--- src/rtl/seq_chunk_adder.sv ---
// rtl/seq_chunk_adder.sv - multi-cycle chunked adder/subtractor with valid/ready handshakes (optional macro: SEQ_ADDER_OVERFLOW_EN adds the ovf port)
module seq_chunk_adder #(
  parameter int WIDTH = 16,
  parameter int CHUNK = 4
) (
  input  logic             clk,
  input  logic             rst,
  input  logic             in_valid,
  output logic             in_ready,
  input  logic [WIDTH-1:0] a,
  input  logic [WIDTH-1:0] b,
  input  logic             cin,
  input  logic             sub,
  output logic             out_valid,
  input  logic             out_ready,
  output logic [WIDTH-1:0] sum,
`ifdef SEQ_ADDER_OVERFLOW_EN
  output logic             ovf,
`endif
  output logic             cout
);

  localparam int NCHUNK = WIDTH / CHUNK;
  localparam int KW     = (NCHUNK > 1) ? $clog2(NCHUNK) : 1;
  localparam logic [KW-1:0] K_LAST = KW'(NCHUNK - 1);

  localparam logic [1:0] S_IDLE = 2'd0;
  localparam logic [1:0] S_ADD  = 2'd1;
  localparam logic [1:0] S_DONE = 2'd2;

  logic [1:0]       r_state;
  logic [KW-1:0]    r_k;
  logic [WIDTH-1:0] r_a;
  logic [WIDTH-1:0] r_bx;
  logic             r_c;
  logic [WIDTH-1:0] r_acc;
  logic [WIDTH-1:0] r_sum;
  logic             r_cout;
`ifdef SEQ_ADDER_OVERFLOW_EN
  logic             r_ovf;
  logic             w_c_msb;
`endif

  logic [CHUNK-1:0] w_a_k;
  logic [CHUNK-1:0] w_b_k;
  logic [CHUNK-1:0] w_chunk_sum;
  logic             w_carry;
  logic [WIDTH-1:0] w_acc_next;

  assign w_a_k = r_a[r_k*CHUNK +: CHUNK];
  assign w_b_k = r_bx[r_k*CHUNK +: CHUNK];

  // Ripple of full-adder cells across the current chunk, seeded by the carry register
  always_comb begin
    logic v_c;
    v_c         = r_c;
    w_chunk_sum = '0;
`ifdef SEQ_ADDER_OVERFLOW_EN
    w_c_msb     = 1'b0;
`endif
    for (int i = 0; i < CHUNK; i++) begin
`ifdef SEQ_ADDER_OVERFLOW_EN
      // After the loop this holds the carry into the chunk's top bit
      w_c_msb = v_c;
`endif
      w_chunk_sum[i] = w_a_k[i] ^ w_b_k[i] ^ v_c;
      v_c            = (w_a_k[i] & w_b_k[i]) | (v_c & (w_a_k[i] ^ w_b_k[i]));
    end
    w_carry = v_c;
  end

  // Working accumulator with the current chunk merged in
  always_comb begin
    w_acc_next                      = r_acc;
    w_acc_next[r_k*CHUNK +: CHUNK]  = w_chunk_sum;
  end

  // Control FSM, operand capture and per-chunk accumulation
  always_ff @(posedge clk) begin
    if (rst) begin
      r_state <= S_IDLE;
      r_k     <= '0;
      r_a     <= '0;
      r_bx    <= '0;
      r_c     <= 1'b0;
      r_acc   <= '0;
      r_sum   <= '0;
      r_cout  <= 1'b0;
`ifdef SEQ_ADDER_OVERFLOW_EN
      r_ovf   <= 1'b0;
`endif
    end else begin
      case (r_state)
        S_IDLE: begin
          if (in_valid) begin
            r_a     <= a;
            r_bx    <= b ^ {WIDTH{sub}};
            r_c     <= sub | cin;
            r_acc   <= '0;
            r_k     <= '0;
            r_state <= S_ADD;
          end
        end
        S_ADD: begin
          r_acc <= w_acc_next;
          r_c   <= w_carry;
          if (r_k == K_LAST) begin
            // Result registers only change here so they stay stable between operations
            r_sum   <= w_acc_next;
            r_cout  <= w_carry;
`ifdef SEQ_ADDER_OVERFLOW_EN
            r_ovf   <= w_carry ^ w_c_msb;
`endif
            r_state <= S_DONE;
          end else begin
            r_k <= r_k + 1'b1;
          end
        end
        S_DONE: begin
          if (out_ready) begin
            r_state <= S_IDLE;
          end
        end
        default: r_state <= S_IDLE;
      endcase
    end
  end

  assign in_ready  = (r_state == S_IDLE) && !rst;
  assign out_valid = (r_state == S_DONE);
  assign sum       = r_sum;
  assign cout      = r_cout;
`ifdef SEQ_ADDER_OVERFLOW_EN
  assign ovf       = r_ovf;
`endif

endmodule

--- config.mk ---
export PLATFORM = sky130hd
export DESIGN_NAME = seq_chunk_adder
export DESIGN_NICKNAME = d
export VERILOG_FILES = /design/src/rtl/seq_chunk_adder.sv
export SDC_FILE = /design/constraint.sdc
export NUM_CORES = 1
export LEC_CHECK = 0
export ABC_AREA = 0
export BUFFER_PORTS_ARGS = -buffer_cell sky130_fd_sc_hd__buf_2
export CAP_MARGIN = 20
export CORE_MARGIN = 5
export CORE_UTILIZATION = 45
export CTS_BUF_LIST = sky130_fd_sc_hd__clkbuf_8
export DETAILED_ROUTE_END_ITERATION = 6
export PLACE_DENSITY = 0.71
export SYNTH_ARGS = -nofsm -noshare
export SYNTH_HDL_FRONTEND = slang
export SYNTH_SLANG_ARGS = --single-unit
--- constraint.sdc ---
create_clock -name clk -period 5.85 [get_ports clk]
set_input_delay 1.17 -clock clk [delete_from_list [all_inputs] [get_ports clk]]
set_output_delay 1.17 -clock clk [all_outputs]
set_load 0.02 [all_outputs]
==> qor.txt, run 1 <==
Comb pwr share -> 13.1%
Routability-driven placement congestion ratio -> 0.7630
Core Box Area -> 7137 um2
Critical path buffers and inverters -> 4
Crit path arrival time -> 4020 ps
Total number of vias -> 2575
Antenna viol nets, final -> 0
Pre-antenna DRT Iters -> 6
Grt met2 use -> 26.60%
Non-Filler Instances -> 483
Layout cells sized above 1 -> 24.22%
Clock Sinks -> 70
Post-Place Cells -> 469
DRC viols -> 0
Mapped Cells -> 336
CP peak stage delay -> 870 ps
Critical path class -> reg -> reg
IO Count -> 57
CP delay by family, top -> adder cells
CTS tree -> yes
Worst Tran Pin Value -> 831.0 ps
Area Growth Syn to Fin -> 14.07%
Min-delay worst type -> reg -> reg
Top Usage Layer GRT -> met2
CTS Buffer Depth -> 2
Seq/Total Area, Yosys -> 43.06%
First-pass GRT wire length -> 11440 um
Setup TNS -> 0 ps
Final hold violations -> 0
RSZ-0062 raised after global routing -> false
Fin nets -> 429
CP max FO -> 18
Final setup fails -> 0
Height of the die -> 95.04 um
Peak VDD IR -> 0.1853 mV
Chip Width -> 95.04 um
Standard-cell rows -> 31
Slew Viols, Final -> 0
Clock Latency Late Sink -> 350 ps
GRT met3 Usage -> 5.604%
Critical Path Slowest Stage Cell -> dfxtp_1
Met1 Usage GRT -> 19.76%
Die ar. -> 9033 um2
Net Switching -> 0.2552 mW
Root Driver -> clkbuf_8
Gr usage total -> 16.44%
Sequential Power Share -> 51.8%
Routed len/inst -> 14.06 um
Synth Net Count -> 384
Vias in the first global route -> 2470
Slew HR -> 44.53%
Post-synthesis adder-cell area fraction -> 4.767%
Post-route clock period utilization -> 64.07%
Post-CTS Setup Inserts -> 0
Library cells used by synthesis -> 38
XOR/XNOR Fraction of Synth Area -> 4.306%
Clock power share -> 35.1%
GRT overflow -> 0
Status -> finished clean
Worst-path clk slew -> 70 ps
Utilization after layout -> 52.02%
Crit path cell chain -> mux4_2 -> inv_1 -> fa_1 -> inv_1 -> fa_1 -> inv_1 -> fa_1 -> inv_1 -> fa_1 -> nor2b_1 -> a221oi_1 -> nor3_1
Min Tclk post-route -> 3748 ps
Final Hold Slack -> 452.4 ps
Cts hold-fix bufs -> 0
#FFs+latches synth -> 70
Data required, critical path -> 6120 ps
Pin count of the biggest net entering global routing -> 63
CP Capture Type -> register
Synthesized area per cell -> 9.686 um2
Int Pwr -> 0.7376 mW
Largest family of logic cells by synthesized area -> compound AO/OA/AOI/OAI gates
Starting density of the core -> 45.60%
I/O Buffers -> 56
Max-cap violation count -> 0
Starting DRT DRC Count -> 141
Post-Synth Simple-Gate Area -> 16.88%
Post-synthesis mux area share -> 7.228%
DP Wirelength -> 4783 um
Final wirelength -> 6791 um
H-tree depth -> 3
Compound-Gate Fraction of Synth Area -> 17.22%
Initial antenna violation count -> 0
PD cells -> 267.4 nW/um2
Antenna diode count -> 0
Setup Skew -> 5.220 ps
Max Fclk -> 266.8 MHz
CTS buffer count -> 9
Most frequent cells in the layout -> dfxtp_1, buf_2, nor2_1, nand2_1
Vias per cell -> 5.331
Crit start category -> register
P_leak -> 1.531 nW
Sw Share -> 25.70%
Post-CTS sizing -> 0
Commonest non-fill, non-tap cell in the layout -> dfxtp_1
Synthesized cell area -> 3254 um2
Ys Warns -> 0
## synthesized netlist by cell type (all sizes together)
master  number  area, um2
mux4         8      180.2
a41o         1      10.01
nor3        18      90.09
xnor2       16      140.1
a22o        16      140.1
nand2       35      131.4
a21oi       22      117.6
mux2         4      45.04
dfxtp       70       1401
inv         19      71.32
a211oi      16      120.1
fa           4      80.08
a221oi      16      140.1
nand3b       1      20.02
mux2i        1      10.01
nand4        1      6.260
a32o         1      10.01
and4bb       2      25.02
o31ai        1      7.510
clkbuf       4      15.01
or3b         3      28.78
ha           6      75.07
and3         1      6.260
nor2        35      131.4
nor4         1      21.27
buf         20      126.4
nor3b        2      20.02
nand2b       1      6.260
and3b        3      26.28
o21ai        3      15.01
nor2b        5      36.29
## path summary, 6_finish.rpt
kind | slack (ps) | from | to | cells past startpoint
max | 2100 | r_k[0] | sum[15] | 12
min | 450 | cout | cout | 2
max reg2reg | 2100 | r_k[0] | sum[15] | 12
min reg2reg | 450 | cout | cout | 2
## power by group through the flow
stage          clock network (mW)  logic, mW  registers [mW]
2_1_floorplan                   0      0.107           0.515
3_3_place_gp                    0      0.128           0.524
3_5_place_dp                    0      0.131           0.525
4_1_cts                     0.357      0.131           0.514
5_1_grt                     0.378      0.146           0.517
6_report                    0.348      0.130           0.514
## kinds of logic after synthesis
| group | count (synthesis) |
|---|---|
| XOR/XNOR | 16 |
| buffers and inverters | 43 |
| multiplexers | 13 |
| flip-flops | 70 |
| AND/OR/NAND/NOR | 108 |
| adder cells (fa/ha/maj) | 10 |
| AO/OA/AOI/OAI | 76 |
## metrics by stage
| step | setup WS [ps] | instance area [um2] | power [mW] |
|---|---|---|---|
| after global routing | 1808 | 3712 | 1.041 |
| after global placement | 2223 | 3538 | 0.6525 |
| final | 2102 | 3712 | 0.9928 |
| after detailed placement | 2081 | 3538 | 0.6556 |
| after floorplan | 2537 | 3254 | 0.6216 |
| after CTS | 2089 | 3712 | 1.002 |
## state kept, by name, indices dropped and copies added, names as in the netlist
signal and cells:
cout 1, r_a 16, r_acc 16, r_bx 16, r_c 1, r_k 2
r_state 2, sum 16
## per-layer routing
layer / wire (um) / vias up
met4: 110 / 0
met3: 413 / 13
met5: 0 / -
li1: - / 1283
met2: 3221 / 75
met1: 3044 / 1204
## cell type report
type | instances | area [um2]
fillers | 704 | 3425
multi-input cells | 223 | 1647
flip-flops and latches | 70 | 1401
repair buffers | 58 | 295.3
clock buffers | 12 | 165.2
well taps | 99 | 123.9
inverters | 19 | 71.32
clock inverters | 2 | 8.758
## tightest hold or removal path: stages (launching register included)
cell	delay (ps)
dfxtp_1	310
nand2_1	50
a21oi_1	50
Power figures use the tool's default switching activity.
==> run 2: changes to the inputs <==
--- a/config.mk
+++ b/config.mk
@@ -5,7 +5,7 @@
 export SDC_FILE = /design/constraint.sdc
 export NUM_CORES = 1
 export LEC_CHECK = 0
-export ABC_AREA = 0
+export ABC_AREA = 1
 export BUFFER_PORTS_ARGS = -buffer_cell sky130_fd_sc_hd__buf_2
 export CAP_MARGIN = 20
 export CORE_MARGIN = 5
==> constraint.sdc (replaced) <==
create_clock -name clk -period 3.6 [get_ports clk]
set_input_delay 0.72 -clock clk [delete_from_list [all_inputs] [get_ports clk]]
set_output_delay 0.72 -clock clk [all_outputs]
set_load 0.02 [all_outputs]
==> qor.txt, run 2 <==
CP Capture Type -> register
RSZ-0062 raised after global routing -> false
Most frequent cells in the layout -> nand2_1, dfxtp_1, nor2_1, inv_1
Vias per cell -> 4.774
Critical Path Slowest Stage Cell -> dfxtp_1
Min Tclk post-route -> 3244 ps
Pre-antenna DRT Iters -> 4
Crit start category -> register
P_leak -> 1.821 nW
Int Pwr -> 1.241 mW
Clock power share -> 34.5%
Non-Filler Instances -> 634
Cts hold-fix bufs -> 0
CP max FO -> 20
Critical path class -> reg -> reg
Peak VDD IR -> 0.2733 mV
Utilization after layout -> 51.28%
Slew Viols, Final -> 0
Max Fclk -> 308.3 MHz
Pin count of the biggest net entering global routing -> 39
Library cells used by synthesis -> 24
Setup Skew -> 6.643 ps
Crit path cell chain -> inv_1 -> o21ai_0 -> o22a_1 -> fa_1 -> inv_1 -> fa_1 -> inv_1 -> fa_1 -> inv_1 -> fa_1 -> nand3_1 -> o21bai_1 -> nand2_1 -> a21oi_1
Core Box Area -> 7607 um2
Ys Warns -> 0
DRC viols -> 0
Post-CTS sizing -> 0
Initial antenna violation count -> 0
Total number of vias -> 3027
Synthesized area per cell -> 7.176 um2
Post-Place Cells -> 618
Max-cap violation count -> 0
Dominant synthesized flop cell -> dfxtp_1
I/O Buffers -> 56
CTS tree -> yes
Antenna viol nets, final -> 0
Height of the die -> 97.76 um
Gr usage total -> 16.45%
First-pass GRT wire length -> 12840 um
Status -> finished clean
CTS Buffer Depth -> 2
Net Switching -> 0.5253 mW
Post-CTS Setup Inserts -> 0
Comb pwr share -> 17.8%
Setup WS pre-CTS -> 382.3 ps
Fill cells -> 776
Final wirelength -> 7374 um
Commonest non-fill, non-tap cell in the layout -> nand2_1
Starting DRT DRC Count -> 119
Synthesized cell area -> 3466 um2
CTS buffer count -> 9
Clock Sinks -> 70
Worst Tran Pin Value -> 763.4 ps
Die ar. -> 9557 um2
Final hold violations -> 0
DP Wirelength -> 5252 um
Critical path buffers and inverters -> 4
Fin nets -> 575
Area Growth Syn to Fin -> 12.56%
Worst-path clk slew -> 70 ps
GRT overflow -> 0
PD cells -> 452.8 nW/um2
H-tree depth -> 3
Leading area contributor after synthesis -> dfxtp_1
Root Driver -> clkbuf_8
Mapped Cells -> 483
Slew HR -> 49.10%
Layout cells sized above 1 -> 15.98%
Crit path arrival time -> 3540 ps
Vias in the first global route -> 2911
Synth Net Count -> 531
EDFF count, synth -> 0
#FFs+latches synth -> 70
Top-count cell post-synth -> nand2_1
Data required, critical path -> 3890 ps
Final WS setup -> 356.3 ps
Antenna diode count -> 0
Standard-cell rows -> 32
Total power -> 1.767 mW
CP delay by family, top -> adder cells
Setup TNS -> 0 ps
CP peak stage delay -> 660 ps
Area contributors post-synth -> dfxtp_1, nand2_1, a21oi_1
Min-delay worst type -> reg -> reg
Sw Share -> 29.74%
Routed len/inst -> 11.63 um
Seq/Total Area, Yosys -> 40.43%
IO Count -> 57
Routability-driven placement congestion ratio -> 0.8124
Final setup fails -> 0
Starting density of the core -> 45.56%
Clock Latency Late Sink -> 360 ps
Most instantiated cells after synthesis -> nand2_1, dfxtp_1, nor2_1
Post-synth top area share -> 40.43%
Sequential Power Share -> 47.7%
Post-route clock period utilization -> 90.10%
FFs w/ async S/R, synth -> 0%
Chip Width -> 97.76 um
-- run 2: changes by cell type in the layout (fill, tap and decap cells not counted), sizes merged, moves of 18 or more --
| cell | previous run | this run |
|---|---|---|
| nand2 | 35 | 90 |
| inv | 20 | 64 |
| a21oi | 22 | 56 |
| o21ai | 3 | 57 |
| nor3 | 18 | 0 |
| nor2 | 35 | 64 |
-- run 2: final cells by class --
type | instances | area (um2) | area share, %
clock buffers | 9 | 123.9 | 3.175
clock inverters | 7 | 65.06 | 1.668
flip-flops and latches | 70 | 1401 | 35.92
multi-input cells | 322 | 1633 | 41.85
inverters | 64 | 240.2 | 6.158
repair buffers | 60 | 310.3 | 7.954
well taps | 102 | 127.6 | 3.271
-- run 2: per-stage QoR --
stage / hold slack (ps) / cell area [um2]
after floorplan: 423.8 / 3466
after global placement: 446.0 / 3712
after detailed placement: 447.5 / 3712
after CTS: 457.4 / 3901
after global routing: 480.6 / 3901
final: 458.8 / 3901
-- run 2: routing by layer --
layer | share of wire (%) | up-vias | track usage [%]
met3 | 5.8 | 9 | 6.000
met5 | 0 | - | 0
met4 | 1.2 | 0 | 4.792
met2 | 47 | 58 | 28.04
met1 | 46 | 1346 | 19.46
li1 | - | 1614 | -
-- run 2: tightest hold or removal path, cell delays in order (launching register included) --
cell and delay (ps):
dfxtp_1 300, inv_1 60, a21oi_1 60
-- run 2: worst paths after layout --
check / from / to / slack, ps / cells after the start
worst max-delay path: r_k[0] / r_acc[7] / 360 / 14
worst min-delay path: r_bx[2] / r_bx[2] / 460 / 2
worst max register to register: r_k[0] / r_acc[7] / 360 / 14
worst min register to register: r_bx[2] / r_bx[2] / 460 / 2
-- run 2: kinds of logic after synthesis --
family,synth area share [%]
xor+xnor,4.043
simple gates,19.42
fa+ha+maj,4.477
buf+inv,12.46
flops,40.43
compound gates,19.17
-- run 2: power by group through the flow --
stage	logic, mW	clock network, mW	registers, mW
detailed placement	0.316	0	0.860
global route	0.364	0.658	0.848
finish	0.315	0.610	0.842
CTS	0.318	0.623	0.842
floorplan	0.251	0	0.849
global placement	0.311	0	0.859
==> run 3: changes to the inputs <==
--- a/config.mk
+++ b/config.mk
@@ -5,14 +5,13 @@
 export SDC_FILE = /design/constraint.sdc
 export NUM_CORES = 1
 export LEC_CHECK = 0
-export ABC_AREA = 1
 export BUFFER_PORTS_ARGS = -buffer_cell sky130_fd_sc_hd__buf_2
 export CAP_MARGIN = 20
 export CORE_MARGIN = 5
-export CORE_UTILIZATION = 45
+export CORE_UTILIZATION = 47
 export CTS_BUF_LIST = sky130_fd_sc_hd__clkbuf_8
 export DETAILED_ROUTE_END_ITERATION = 6
-export PLACE_DENSITY = 0.71
+export PLACE_DENSITY = 0.74
 export SYNTH_ARGS = -nofsm -noshare
 export SYNTH_HDL_FRONTEND = slang
 export SYNTH_SLANG_ARGS = --single-unit
==> qor.txt, run 3 (synthesized netlist as in run 1, its figures left out) <==
Routed len/inst -> 15.01 um
CTS tree -> yes
Data required, critical path -> 3870 ps
Critical Path Slowest Stage Cell -> mux4_2
Setup Skew -> 8.346 ps
Total number of vias -> 2565
Non-Filler Instances -> 465
I/O Buffers -> 56
Final WS setup -> 333.6 ps
Setup WS pre-CTS -> 169.5 ps
Post-Place Cells -> 452
Fill cells -> 655
Area Growth Syn to Fin -> 12.92%
PD cells -> 421.4 nW/um2
Chip Width -> 93.21 um
Post-DP Area -> 3530 um2
Clock Sinks -> 70
Most frequent cells in the layout -> dfxtp_1, buf_2, nor2_1, nand2_1
CP Capture Type -> register
P_leak -> 1.528 nW
Cts hold-fix bufs -> 0
Fin nets -> 431
Starting density of the core -> 48.17%
Max Fclk -> 306.2 MHz
Gr usage total -> 17.43%
Vias per cell -> 5.516
Crit path cell chain -> mux4_2 -> inv_1 -> fa_1 -> inv_1 -> fa_1 -> inv_1 -> fa_1 -> inv_1 -> fa_1 -> nor2b_2 -> a221oi_1 -> nor3_1
Final wirelength -> 6978 um
DP Wirelength -> 5032 um
Root Driver -> clkbuf_8
CP max FO -> 6
Starting DRT DRC Count -> 76
Clock Latency Late Sink -> 350 ps
Die ar. -> 8688 um2
Status -> finished clean
Peak VDD IR -> 0.2225 mV
Slew Viols, Final -> 0
Worst-path clk slew -> 70 ps
Crit start category -> register
Final hold violations -> 0
Utilization after layout -> 54.39%
Initial antenna violation count -> 0
Critical path buffers and inverters -> 4
Vias in the first global route -> 2489
Pre-antenna DRT Iters -> 4
Routability-driven placement congestion ratio -> 0.7596
Total power -> 1.548 mW
Worst reg2reg path depth -> 12
Worst path depth -> 12
IO Count -> 57
CP peak stage delay -> 550 ps
Worst Tran Pin Value -> 737.0 ps
Post-CTS Setup Inserts -> 0
Min-delay worst type -> reg -> reg
Post-route clock period utilization -> 90.73%
Height of the die -> 93.21 um
Setup TNS -> 0 ps
Antenna viol nets, final -> 0
Crit path arrival time -> 3540 ps
Slew HR -> 50.80%
Min Tclk post-route -> 3266 ps
Post-CTS sizing -> 0
Final Hold Slack -> 459.7 ps
Max-cap violation count -> 0
Pin count of the biggest net entering global routing -> 49
Critical path class -> reg -> reg
Standard-cell rows -> 30
DRC viols -> 0
First-pass GRT wire length -> 11870 um
Hold Crit Depth -> 2
RSZ-0062 raised after global routing -> false
Post-route cell area -> 3675 um2
CTS Buffer Depth -> 2
CP delay by family, top -> adder cells
CTS buffer count -> 9
H-tree depth -> 3
Commonest non-fill, non-tap cell in the layout -> dfxtp_1
Core Box Area -> 6756 um2
Final setup fails -> 0
GRT overflow -> 0
Layout cells sized above 1 -> 24.68%
Antenna diode count -> 0
==> run 3: changes by cell type in the layout (fill, tap and decap cells not counted), sizes merged, moves of 18 or more <==
| cell | change |
|---|---|
| nor2 | -29 |
| o21ai | -54 |
| inv | -44 |
| a21oi | -34 |
| nor3 | +18 |
| nand2 | -55 |
==> run 3: tightest hold or removal path: stages, from the launching register on <==
cell and delay (ps):
dfxtp_1 310, nand2_1 50, a21oi_1 50
==> run 3: cell type report <==
cell class	instances	area (um2)	share of cell area (%)
sequential	70	1401	38.13
clock buffer	9	123.9	3.371
timing repair buffer	60	310.3	8.444
multi-input combinational	223	1649	44.88
inverter	19	71.32	1.941
tap	80	100.1	2.724
clock inverter	4	18.77	0.5107
==> run 3: path summary, 6_finish.rpt <==
path / from / end / slack [ps]
max reg2reg: r_k[0] / sum[15] / 330
min reg2reg: r_a[1] / r_a[1] / 460
min: r_a[1] / r_a[1] / 460
max: r_k[0] / sum[15] / 330
==> run 3: power breakdown <==
part / switching, mW / internal, mW
registers: 0.0252 / 0.807
clock network: 0.265 / 0.232
logic: 0.121 / 0.0986
==> run 3: layer usage <==
metal	vias up	share of wire (%)	track usage (%)
met1	1199	48	22.82
met4	0	2.5	9.646
met3	17	4.4	4.103
li1	1284	-	-
met5	-	0	0
met2	65	45	26.45
